==> src/rtl/product_accumulator_if.sv <==
// Term/group stream bundle between the array multiplier, product_accumulator and its consumer.
interface product_accumulator_if #(
   parameter int ACC_W = 10,
   parameter int CNT_W = 4
);
   logic [5:0]       p_in;
   logic             in_valid;
   logic             in_last;
   logic             in_ready;
   logic [ACC_W-1:0] sum;
   logic [CNT_W-1:0] count;
   logic             overflow;
   logic             out_valid;
   logic             out_ready;

   modport master (
      output p_in, in_valid, in_last, out_ready,
      input  in_ready, sum, count, overflow, out_valid
   );

   modport slave (
      input  p_in, in_valid, in_last, out_ready,
      output in_ready, sum, count, overflow, out_valid
   );
endinterface

==> src/rtl/product_accumulator.sv <==
// Accumulates up to MAX_TERMS 6-bit products per group and holds the group sum until delivered.
// Define PRODUCT_ACC_SATURATE_EN to clamp the sum at all ones on carry instead of wrapping.
module product_accumulator #(
   parameter int ACC_W     = 10,
   parameter int MAX_TERMS = 8,
   parameter int CNT_W     = 4
) (
   input logic                clk,
   input logic                rst_n,
   product_accumulator_if.slave bus
);
   typedef enum logic {ACCUM, HOLD} state_t;

   state_t           state;
   logic [ACC_W-1:0] acc;
   logic [CNT_W-1:0] cnt;
   logic             ovf;
   logic [ACC_W:0]   sum_ext;
   logic             carry;
   logic             close;

   always_comb begin
      sum_ext = {1'b0, acc} + (ACC_W+1)'(bus.p_in);
      carry   = sum_ext[ACC_W];
      close   = bus.in_last || (cnt == CNT_W'(MAX_TERMS - 1));
   end

   always_ff @(posedge clk or negedge rst_n) begin
      if (!rst_n) begin
         state <= ACCUM;
         acc   <= '0;
         cnt   <= '0;
         ovf   <= 1'b0;
      end else begin
         case (state)
            ACCUM: begin
               if (bus.in_valid) begin
`ifdef PRODUCT_ACC_SATURATE_EN
                  // Once clamped, any further nonzero term carries again, so the clamp sticks.
                  acc <= carry ? '1 : sum_ext[ACC_W-1:0];
`else
                  acc <= sum_ext[ACC_W-1:0];
`endif
                  cnt <= cnt + CNT_W'(1);
                  ovf <= ovf | carry;
                  if (close) state <= HOLD;
               end
            end
            HOLD: begin
               if (bus.out_ready) begin
                  acc   <= '0;
                  cnt   <= '0;
                  ovf   <= 1'b0;
                  state <= ACCUM;
               end
            end
            default: state <= ACCUM;
         endcase
      end
   end

   assign bus.in_ready  = (state == ACCUM);
   assign bus.out_valid = (state == HOLD);
   assign bus.sum       = acc;
   assign bus.count     = cnt;
   assign bus.overflow  = ovf;
endmodule

==> src/flat_wrapper.sv <==
// flat-port wrapper written by rule: the top's interface ports become plain ports
module product_accumulator_flat 
#(
   parameter int ACC_W     = 10,
   parameter int MAX_TERMS = 8,
   parameter int CNT_W     = 4
)
  (clk, rst_n, bus_p_in, bus_in_valid, bus_in_last, bus_out_ready, bus_in_ready, bus_sum, bus_count, bus_overflow, bus_out_valid);
  product_accumulator_if #(.ACC_W(ACC_W), .CNT_W(CNT_W)) bus_i ();
  input logic clk;
  input logic rst_n;
  input wire logic [$bits(bus_i.p_in)-1:0] bus_p_in;
  input wire logic [$bits(bus_i.in_valid)-1:0] bus_in_valid;
  input wire logic [$bits(bus_i.in_last)-1:0] bus_in_last;
  input wire logic [$bits(bus_i.out_ready)-1:0] bus_out_ready;
  output wire logic [$bits(bus_i.in_ready)-1:0] bus_in_ready;
  output wire logic [$bits(bus_i.sum)-1:0] bus_sum;
  output wire logic [$bits(bus_i.count)-1:0] bus_count;
  output wire logic [$bits(bus_i.overflow)-1:0] bus_overflow;
  output wire logic [$bits(bus_i.out_valid)-1:0] bus_out_valid;
  assign bus_i.p_in = bus_p_in;
  assign bus_i.in_valid = bus_in_valid;
  assign bus_i.in_last = bus_in_last;
  assign bus_i.out_ready = bus_out_ready;
  assign bus_in_ready = bus_i.in_ready;
  assign bus_sum = bus_i.sum;
  assign bus_count = bus_i.count;
  assign bus_overflow = bus_i.overflow;
  assign bus_out_valid = bus_i.out_valid;
  product_accumulator #(.ACC_W(ACC_W), .MAX_TERMS(MAX_TERMS), .CNT_W(CNT_W)) u_core (.clk(clk), .rst_n(rst_n), .bus(bus_i));
endmodule
==> config.mk <==
export PLATFORM = sky130hd
export DESIGN_NAME = product_accumulator_flat
export DESIGN_NICKNAME = d
export VERILOG_FILES = /design/src/rtl/product_accumulator_if.sv /design/src/rtl/product_accumulator.sv /design/src/flat_wrapper.sv
export SDC_FILE = /design/constraint.sdc
export NUM_CORES = 1
export LEC_CHECK = 0
export BUFFER_PORTS_ARGS = -buffer_cell sky130_fd_sc_hd__buf_2
export CORE_MARGIN = 10
export CORE_UTILIZATION = 45
export DETAILED_ROUTE_END_ITERATION = 16
export PLACE_DENSITY = 0.73
export SLEW_MARGIN = 15
export SYNTH_ARGS = -nofsm -noshare
export SYNTH_HDL_FRONTEND = slang
export SYNTH_SLANG_ARGS = --single-unit
==> constraint.sdc <==
create_clock -name clk -period 1.8 [get_ports clk]
set_clock_uncertainty 0.1 [all_clocks]
set_input_delay 0.36 -clock clk [delete_from_list [all_inputs] [get_ports clk]]
set_output_delay 0.36 -clock clk [all_outputs]
set_load 0.02 [all_outputs]
# == Word-level counts from Yosys, hierarchy flattened ==
# Index checks and enable logic that the tools add are counted.
# totals
inputBits,11
mem_bits_ro,0
ramBits,0
latchBits,0
memories,0
register_bits,16
elab_cells,26
output_inout_bits,17
# op_classes
magnitude_cmp,0
n_eq_ne,3
shift,0
mul,0
reduce_logical,2
bitwise,2
n_div,0
add_sub_neg,2
mux,13
# ops
operator,n
$mux W10,2
$pmux W10 S2,1
$add A10 B6 Y11,1
$mux W4,2
$pmux W4 S2,1
$mux W1,5
$add A4 B1 Y4 const B,1
$eq A4 B3 Y1 const B,1
$ne A2 B2 Y1 const B,2
$pmux W1 S2,2
$reduce_and A2 Y1,1
$logic_or A1 B1 Y1,1
$not A1 Y1,1
$or A1 B1 Y1,1

# == Longest topological paths before layout ==
# Gate-level depths: netlist (run 1).
# depth
depth_word,5
mapped_depth,8

# == Least setup slack after synthesis (run 1) ==
# No wires, ideal clock.
# synth_path
path_type,register to register
from,"reg u_core.acc[0], in the netlist u_core.bus.sum[0]"
to,"reg u_core.acc[6], in the netlist u_core.bus.sum[6]"
required_time_ns,1.620
n_path_buf,0
path_slack_ns,-0.239
path_stages_with_launch,9
t_arrival_ns,1.859
synth_period_minus_slack_ns,2.039
path_cell_list,dfrtp_1 ha_1 inv_1 fa_1 nor2b_4 o31a_1 o21ai_2 a21oi_1 mux2i_1
# synth_via
elab_chain_cells,3
# synth_rtl
element,line_no,rtl
start: declaration,product_accumulator.sv:15,logic [ACC_W-1:0] acc;
start signal: assignment,product_accumulator.sv:42,acc <= sum_ext[ACC_W-1:0];
$add A10 B6 Y11,product_accumulator.sv:23,"sum_ext = {1'b0, acc} + (ACC_W+1)'(bus.p_in);"
$mux W10,product_accumulator.sv:37,if (bus.in_valid) begin
$pmux W10 S2,product_accumulator.sv:35,case (state)
# Every way passes these cells. The select of a mux whose other input is x is not followed.
# A chain may end at the register's enable or synchronous reset.

# == Worst setup path after layout (run 1) ==
# Ends and elaborated chain as after synthesis.

==> results of run 1 <==
-- registers in the layout, summed over array words and instances (netlist names) --
| name | cells |
|---|---|
| u_core.bus.sum | 10 |
| u_core.bus.count | 4 |
| u_core.bus.out_valid | 1 |
| u_core.bus.overflow | 1 |
-- worst max-delay path, stage by stage, from the launching register on --
cell and delay (ns):
dfrtp_2 0.40, ha_4 0.14, inv_2 0.03, fa_2 0.36
nor2b_4 0.12, o31a_1 0.16, o21ai_2 0.08, a21oi_1 0.17
mux2i_1 0.20
-- power breakdown --
group          switching [uW]  internal, uW  leakage [uW]
clock                     112          86.0     0.0000150
combinational             591           544      0.000400
sequential                151           484      0.000205
-- path summary, 6_finish.rpt --
kind	slack [ns]	cells past startpoint	endpoint	startpoint
worst max-delay path	-0.04	8	u_core.bus.sum[6]	u_core.bus.sum[0]
worst min-delay path	0.21	2	u_core.bus.out_valid	bus_out_ready
worst max register to register	-0.04	8	u_core.bus.sum[6]	u_core.bus.sum[0]
worst min register to register	0.39	1	u_core.bus.overflow	u_core.bus.overflow
max in group asynchronous	0.90	2	u_core.bus.sum[1]	rst_n
min in group asynchronous	0.41	2	u_core.bus.out_valid	rst_n
-- layout by cell type, fill, tap and decap left out, types with 2 or more instances in the layout --
cell / instances
a21o_1: 2
a21oi_1: 6
buf_2: 27
buf_4: 8
clkbuf_4: 3
dfrtp_1: 14
dfrtp_2: 2
ha_1: 2
ha_4: 5
inv_1: 4
inv_2: 2
mux2i_1: 6
nand2_1: 15
nor2_1: 2
o211ai_1: 2
o21ai_0: 2
o21ai_1: 11
o22ai_1: 2
xnor2_1: 3
-- per-layer routing --
metal / track usage (%) / up-vias / share of wire (%)
met5: 0 / - / 0
met4: 3.927 / 0 / 1.5
met3: 4.849 / 5 / 9.0
met2: 18.13 / 27 / 46
met1: 13.32 / 421 / 44
li1: - / 440 / -
-- kinds of logic after synthesis --
family                     after synthesis  synth area share (%)
AOI/OAI and AO/OA                       35                 22.31
xor gates and xnor gates                 4                 3.549
adders and majority gates                8                 10.90
buffers and inverters                    8                 3.548
DFF                                     16                 40.56
muxes                                    6                 6.084
and+or+nand+nor                         25                 13.05
-- final cells by class --
type	instances	share of cell area, %
Clock buffer	4	1.998
Inverter	6	1.713
Multi-Input combinational cell	78	47.48
Sequential cell	16	30.64
Tap cell	27	2.569
Timing Repair Buffer	36	15.60
-- repair_timing --
action	CTS	global route
pin swaps	1	4
setup buffers	1	1
endpoints found under the hold margin	16	0
hold buffers	1	0
resized for setup	0	6
endpoints found under the setup margin	5	6
-- through the flow --
stage               total power (uW)  util, %
floorplan                       1314        -
global placement                1615    59.59
detailed placement              1649    59.59
CTS                             1868    61.76
global route                    2137    65.04
finish                          1968    65.04
==> run metrics, run 1 <==
drt first pass iters=5; GRT Util Overall=11.39%; dominant cells by area after synthesis=dfrtp_1, ha_1, mux2i_1; Non-Filler Instances=167; Seq cells post-synth=16; root buf cell=clkbuf_4; P_leak=0.0006205 uW; GRT Residual Overflow=0; most numerous cell in the Yosys netlist=dfrtp_1; Pins Over Slew Limit=0; Initial Util=48.82%; # IOs=28; final setup margin=-0.03709 ns; crit start category=flop; HPWL after DPL=1877 um; fin area=1315 um^2; pin count of the biggest net entering global routing=17; FF+latch area=402.9 um^2; Avg Synthesized Cell Area=9.678 um^2; die height=66.84 um; Worst setup EP type=flop; number of fill cells=186; Least-Margin Pin Slew=0.3775 ns; clock latency at the later pin of the worst-skew pair=0.29 ns; CTS HTree Levels=1; drt drc=0; port bufs=27; antenna-violating nets left=0; most instantiated cells after synthesis=dfrtp_1, nand2_1, o21ai_1; area leader, netlist=dfrtp_1; first-pass GRT wire length=4084 um; vias per cell=5.347; DR iter-0 viols=16; setup violators final=2; Cells after Synth=102; antenna violations before repair=0; failing checks=negative setup slack; PD cells=1497 nW/um^2; WP data required=1.91 ns; CTS sink cnt=16; Slew HR=74.74%; Setup CP Type=reg -> reg; routed wire length=2389 um; CP arrival=1.94 ns; via count=893; total CTS buffers=3; CTS max path bufs=2; core area=2022 um^2; Nets=160; Area Overhead vs Synth=33.21%; Max Clock Freq=0.5443 GHz; Inst Count DP=160; Hold Worst Slack=0.2107 ns; CP Max Fanout=3; Post-Syn Nets=121; dpl cell area=1205 um^2; status=finished, violations left; Mapped Area=987.2 um^2; min cycle time layout=1.837 ns; area occupied by multi-input gates=624.3 um^2; Post-synth ARST share=100.0%; post-synthesis cell type count=36; Yosys Warn Count=0; crit share post-route=102.1%; die area=4467 um^2; Final Hold Viols=0; CTS clk-pin slew, worst paths=0.10 ns; routability cong.=0.7840; Max Cap Viol=0; setup tns final=-0.06878 ns; share of the synthesized area in the top cell type=40.56%; VDD IR max=848.2 uV; vias in the first global route=898; overall die width=66.84 um; worst hold path class=in -> reg; ANT cells=0; WL per Instance=14.31 um; row count=16; TritonCTS clock tree=built; dpl ws=-0.08532 ns; RSZ-0062 raised after global routing=yes; Post-synth EDFFs=0; share of layout cells above drive strength 1=37.86%; sequential share of the synthesized area=40.56%; Main synth FF type=dfrtp_1
No activity file was read; power rests on OpenSTA's default activity.
==> inputs of run 2 (changes only) <==
Settings changed: MAX_ROUTING_LAYER from default to met4.
==> run 2 against run 1 <==
Effect of this change:
- the run still ends with negative setup slack left
- sequential cell count stayed put
- sequential power hardly changed
- power hardly changed
- largest power group unchanged
- sequential share of layout area stayed put
- final cell count stayed put
- die area stayed put
==> run metrics, run 2 (synthesis results as in run 1) <==
Area Overhead vs Synth=33.21%; port bufs=27; WL per Instance=14.23 um; min cycle time layout=1.831 ns; CP arrival=1.94 ns; RSZ-0062 raised after global routing=yes; CP Max Fanout=3; Crit Reg-Reg Startpoint=u_core.bus.sum[0]; antenna-violating nets left=0; die height=66.84 um; pin count of the biggest net entering global routing=17; dpl ws=-0.08532 ns; P_leak=0.0006205 uW; PD cells=1496 nW/um^2; Slew HR=74.67%; crit start category=flop; status=finished, violations left; Pins Over Slew Limit=0; vias per cell=5.341; worst hold path class=in -> reg; vias in the first global route=897; root buf cell=clkbuf_4; WP data required=1.91 ns; Critical R2R Capture=u_core.bus.sum[8]; Setup CP Type=reg -> reg; Util after Layout=65.04%; routed wire length=2376 um; die area=4467 um^2; Max Cap Viol=0; Nets=160; row count=16; CTS clk-pin slew, worst paths=0.10 ns; Reg2Reg Depth=8; Final Hold Viols=0; core area=2022 um^2; overall die width=66.84 um; first-pass GRT wire length=4071 um; drt drc=0; CTS sink cnt=16; TritonCTS clock tree=built; Least-Margin Pin Slew=0.3786 ns; final setup margin=-0.03114 ns; setup tns final=-0.04515 ns; share of layout cells above drive strength 1=37.86%; GRT Residual Overflow=0; Initial Util=48.82%; most common cell after layout, fill and taps aside=buf_2; ANT cells=0; CP Launch Point=u_core.bus.sum[0]; crit share post-route=101.7%; total CTS buffers=3; drt first pass iters=4; crit path to=u_core.bus.sum[8]; via count=892; FF-to-FF setup slack=-0.03 ns; antenna violations before repair=0; DR iter-0 viols=20; most frequent cells in the layout=buf_2, nand2_1, dfrtp_1; HPWL after DPL=1877 um; clock latency at the later pin of the worst-skew pair=0.29 ns; setup violators final=2; Max Clock Freq=0.5461 GHz; failing checks=negative setup slack; VDD IR max=849.2 uV; CTS max path bufs=2; GRT Util Overall=11.71%; routability cong.=0.7949; Largest register FFs=10; CTS HTree Levels=1; Worst setup EP type=flop; # IOs=28
## run 2: cell counts in the layout (fill, tap and decap cells not counted)
No cell type changed its count.
## run 2: power breakdown
| part | switching [uW] | leakage (uW) | internal [uW] |
|---|---|---|---|
| clock | 112 | 0.0000150 | 86.0 |
| combinational | 591 | 0.000400 | 544 |
| sequential | 151 | 0.000205 | 484 |
| total | 854 | 0.000621 | 1110 |
## run 2: final cells by class
class | count | area, um^2
multi-input combinational | 78 | 624.3
tap | 27 | 33.78
inverter | 6 | 22.52
timing repair buffer | 36 | 205.2
clock buffer | 4 | 26.28
sequential | 16 | 402.9
fill | 186 | 706.9
## run 2: repair_timing
action / CTS / global route
endpoints found under the setup margin: 5 / 6
setup buffers: 1 / 1
resized for setup: 0 / 6
hold buffers: 1 / 0
pin swaps: 1 / 4
endpoints found under the hold margin: 16 / 0
## run 2: worst min-delay path by stage
| stage | start | to | slack (ns) | cells after the start |
|---|---|---|---|---|
| after global routing | bus_out_ready | u_core.bus.out_valid | 0.22 | 2 |
| after detailed placement | rst_n | u_core.bus.count[3] | 0.20 | 1 |
| after CTS | bus_out_ready | u_core.bus.out_valid | 0.20 | 2 |
| after floorplan | rst_n | u_core.bus.count[0] | -0.04 | 0 |
| after global placement | rst_n | u_core.bus.count[3] | 0.20 | 1 |
| final | bus_out_ready | u_core.bus.out_valid | 0.22 | 2 |
## run 2: layer usage
layer	GRT usage, %	up-vias	wire length [um]
met3	3.679	4	161
met1	14.00	420	1097
met4	3.927	0	37
met2	18.13	28	1080
met5	-	-	0
li1	-	440	-
## run 2: metrics by stage
stage / cells / cell area (um^2) / hold WS, ns / power (uW)
after floorplan: 102 / 1003 / -0.03559 / 1314
after global placement: 160 / 1205 / 0.1975 / 1615
after detailed placement: 160 / 1205 / 0.2014 / 1649
after CTS: 166 / 1249 / 0.1979 / 1868
after global routing: 167 / 1315 / 0.2201 / 2136
final: 167 / 1315 / 0.2151 / 1968
## run 2: critical path: stages, from the launching register on
cell and delay [ns]:
dfrtp_2 0.40, ha_4 0.14, inv_2 0.03, fa_2 0.36, nor2b_4 0.12, o31a_1 0.16
o21ai_2 0.08, a21boi_1 0.16, mux2i_1 0.20
==> inputs of run 3 (changes only) <==
Settings changed: GPL_TIMING_DRIVEN from default to 1, PLACE_DENSITY 0.73 to 0.82.
==> run 3 against run 2 <==
Effect of this change:
- the flow still finishes with violations (negative setup slack)
- sequential power down 3%
- wire length up 8.6%
- global-route usage is 1.1 points higher
- clock power is 21% higher
- count of clock-buffer cells in the layout stayed put
- register-to-register slack worse by 0.05 ns
- critical endpoint is now u_core.bus.overflow
- sequential cell count unchanged
- critical path depth unchanged
- die area is the same
- design area down 0.38%
==> run metrics, run 3 (synthesis results as in run 1) <==
CTS HTree Levels=1; Util after Layout=64.79%; most frequent cells in the layout=buf_2, nand2_1, dfrtp_1; CTS sink cnt=16; die area=4467 um^2; WL met3=135 um; Setup CP Type=reg -> reg; ANT cells=0; Initial Util=48.82%; worst hold start=bus_in_last; CP Launch Point=u_core.bus.sum[0]; clock latency at the later pin of the worst-skew pair=0.29 ns; RSZ-0062 raised after global routing=yes; number of fill cells=187; most common cell after layout, fill and taps aside=buf_2; routed wire length=2581 um; antenna-violating nets left=0; drt first pass iters=4; P_leak=0.0006286 uW; Crit Reg-Reg Startpoint=u_core.bus.sum[0]; drt drc=0; CP arrival=1.96 ns; critical path's top delay family=compound AO/OA/AOI/OAI gates; share of layout cells above drive strength 1=38.57%; port bufs=27; overall die width=66.84 um; dpl cell area=1197 um^2; FF-to-FF setup slack=-0.08 ns; Crit. path cell count=8; Non-Filler Instances=167; core area=2022 um^2; failing checks=negative setup slack; setup tns final=-0.1950 ns; antenna violations before repair=0; dpl ws=-0.08455 ns; status=finished, violations left; Final Hold Viols=0; crit share post-route=104.4%; CP Max Fanout=3; CTS max path bufs=2; vias in the first global route=996; Met1 Routed Length=1173 um; first-pass GRT wire length=4416 um; Nets=160; TritonCTS clock tree=built; crit path to=u_core.bus.overflow; routability cong.=0.8654; Max Cap Viol=0; Worst setup EP type=flop; Pins Over Slew Limit=0; Critical R2R Capture=u_core.bus.overflow; GRT Residual Overflow=0; min cycle time layout=1.879 ns; # IOs=28; final setup margin=-0.07870 ns; WL per Instance=15.46 um; DR iter-0 viols=24; root buf cell=clkbuf_4; die height=66.84 um; PD cells=1536 nW/um^2; GRT Util Overall=12.79%; fin area=1310 um^2; CP bufs+invs=1; Area Overhead vs Synth=32.70%; vias per cell=5.479; VDD IR max=991.3 uV; CTS clk-pin slew, worst paths=0.10 ns; Slew HR=75.26%; Worst path slowest cell=dfrtp_2; worst hold path class=in -> reg; Least-Margin Pin Slew=0.3711 ns; pin count of the biggest net entering global routing=17; crit-path cells=ha_4, inv_2, fa_2, nor2b_4, o31a_1, o21ai_2, a21oi_2, a21o_1; Max Clock Freq=0.5323 GHz; row count=16; Largest register FFs=10; Worst path max stage delay=0.44 ns; total CTS buffers=3; WP data required=1.88 ns; Inst Count DP=159; crit start category=flop; top layer in use=met4; Reg2Reg Depth=8; routed wl met2=1262 um; setup violators final=3; HPWL after DPL=2025 um; via count=915
-- run 3: cell count changes in the layout (fill, tap and decap cells not counted) --
cell,change
ha_1,+2
dfrtp_2,-1
clkbuf_8,+1
a21boi_2,+1
a21boi_1,-1
clkbuf_1,-1
dfrtp_1,+1
a21oi_2,+2
ha_4,-2
a21oi_1,-2
-- run 3: timing repair --
item | 4_1_cts | 5_1_grt
pin swaps | 1 | 1
hold buffers | 1 | 0
setup endpoints to repair | 4 | 6
hold endpoints to repair | 16 | 0
resized for setup | 1 | 5
setup buffers | 1 | 2
-- run 3: area by class of cell --
cell class | count | area (um^2) | share of cell area, %
Inverter | 6 | 22.52 | 1.719
Clock buffer | 4 | 36.28 | 2.770
Tap cell | 27 | 33.78 | 2.579
Timing Repair Buffer | 36 | 205.2 | 15.66
Multi-Input combinational cell | 78 | 610.6 | 46.61
Sequential cell | 16 | 401.6 | 30.66
-- run 3: metal layers --
layer  GRT usage [%]  vias to the layer above
met4           4.450                        0
met2           21.09                       26
met1           14.37                      446
met5               -                        -
li1                -                      441
met3           3.679                        2
-- run 3: per-stage QoR --
stage / hold slack [ns] / total power, uW
after detailed placement: 0.1952 / 1665
after floorplan: -0.03559 / 1314
after global placement: 0.1936 / 1604
after global routing: 0.2163 / 2189
after CTS: 0.2100 / 1928
final: 0.2150 / 2013
-- run 3: worst min path at each step --
stage	cells past startpoint	end	slack [ns]
6_report	3	u_core.bus.out_valid	0.21
5_1_grt	2	u_core.bus.out_valid	0.22
4_1_cts	2	u_core.bus.out_valid	0.21
3_5_place_dp	1	u_core.bus.sum[3]	0.20
3_3_place_gp	1	u_core.bus.sum[4]	0.19
2_1_floorplan	0	u_core.bus.count[0]	-0.04
-- run 3: power by group --
group | switching (uW) | total [uW] | internal, uW
combinational | 622 | 1150 | 531
sequential | 137 | 619 | 483
clock | 117 | 240 | 123
-- run 3: worst register-to-register path, stage by stage, from the launching register on --
cell and delay, ns:
dfrtp_2 0.44, ha_4 0.17, inv_2 0.05, fa_2 0.23, nor2b_4 0.05, o31a_1 0.26, o21ai_2 0.24, a21oi_2 0.09
a21o_1 0.15
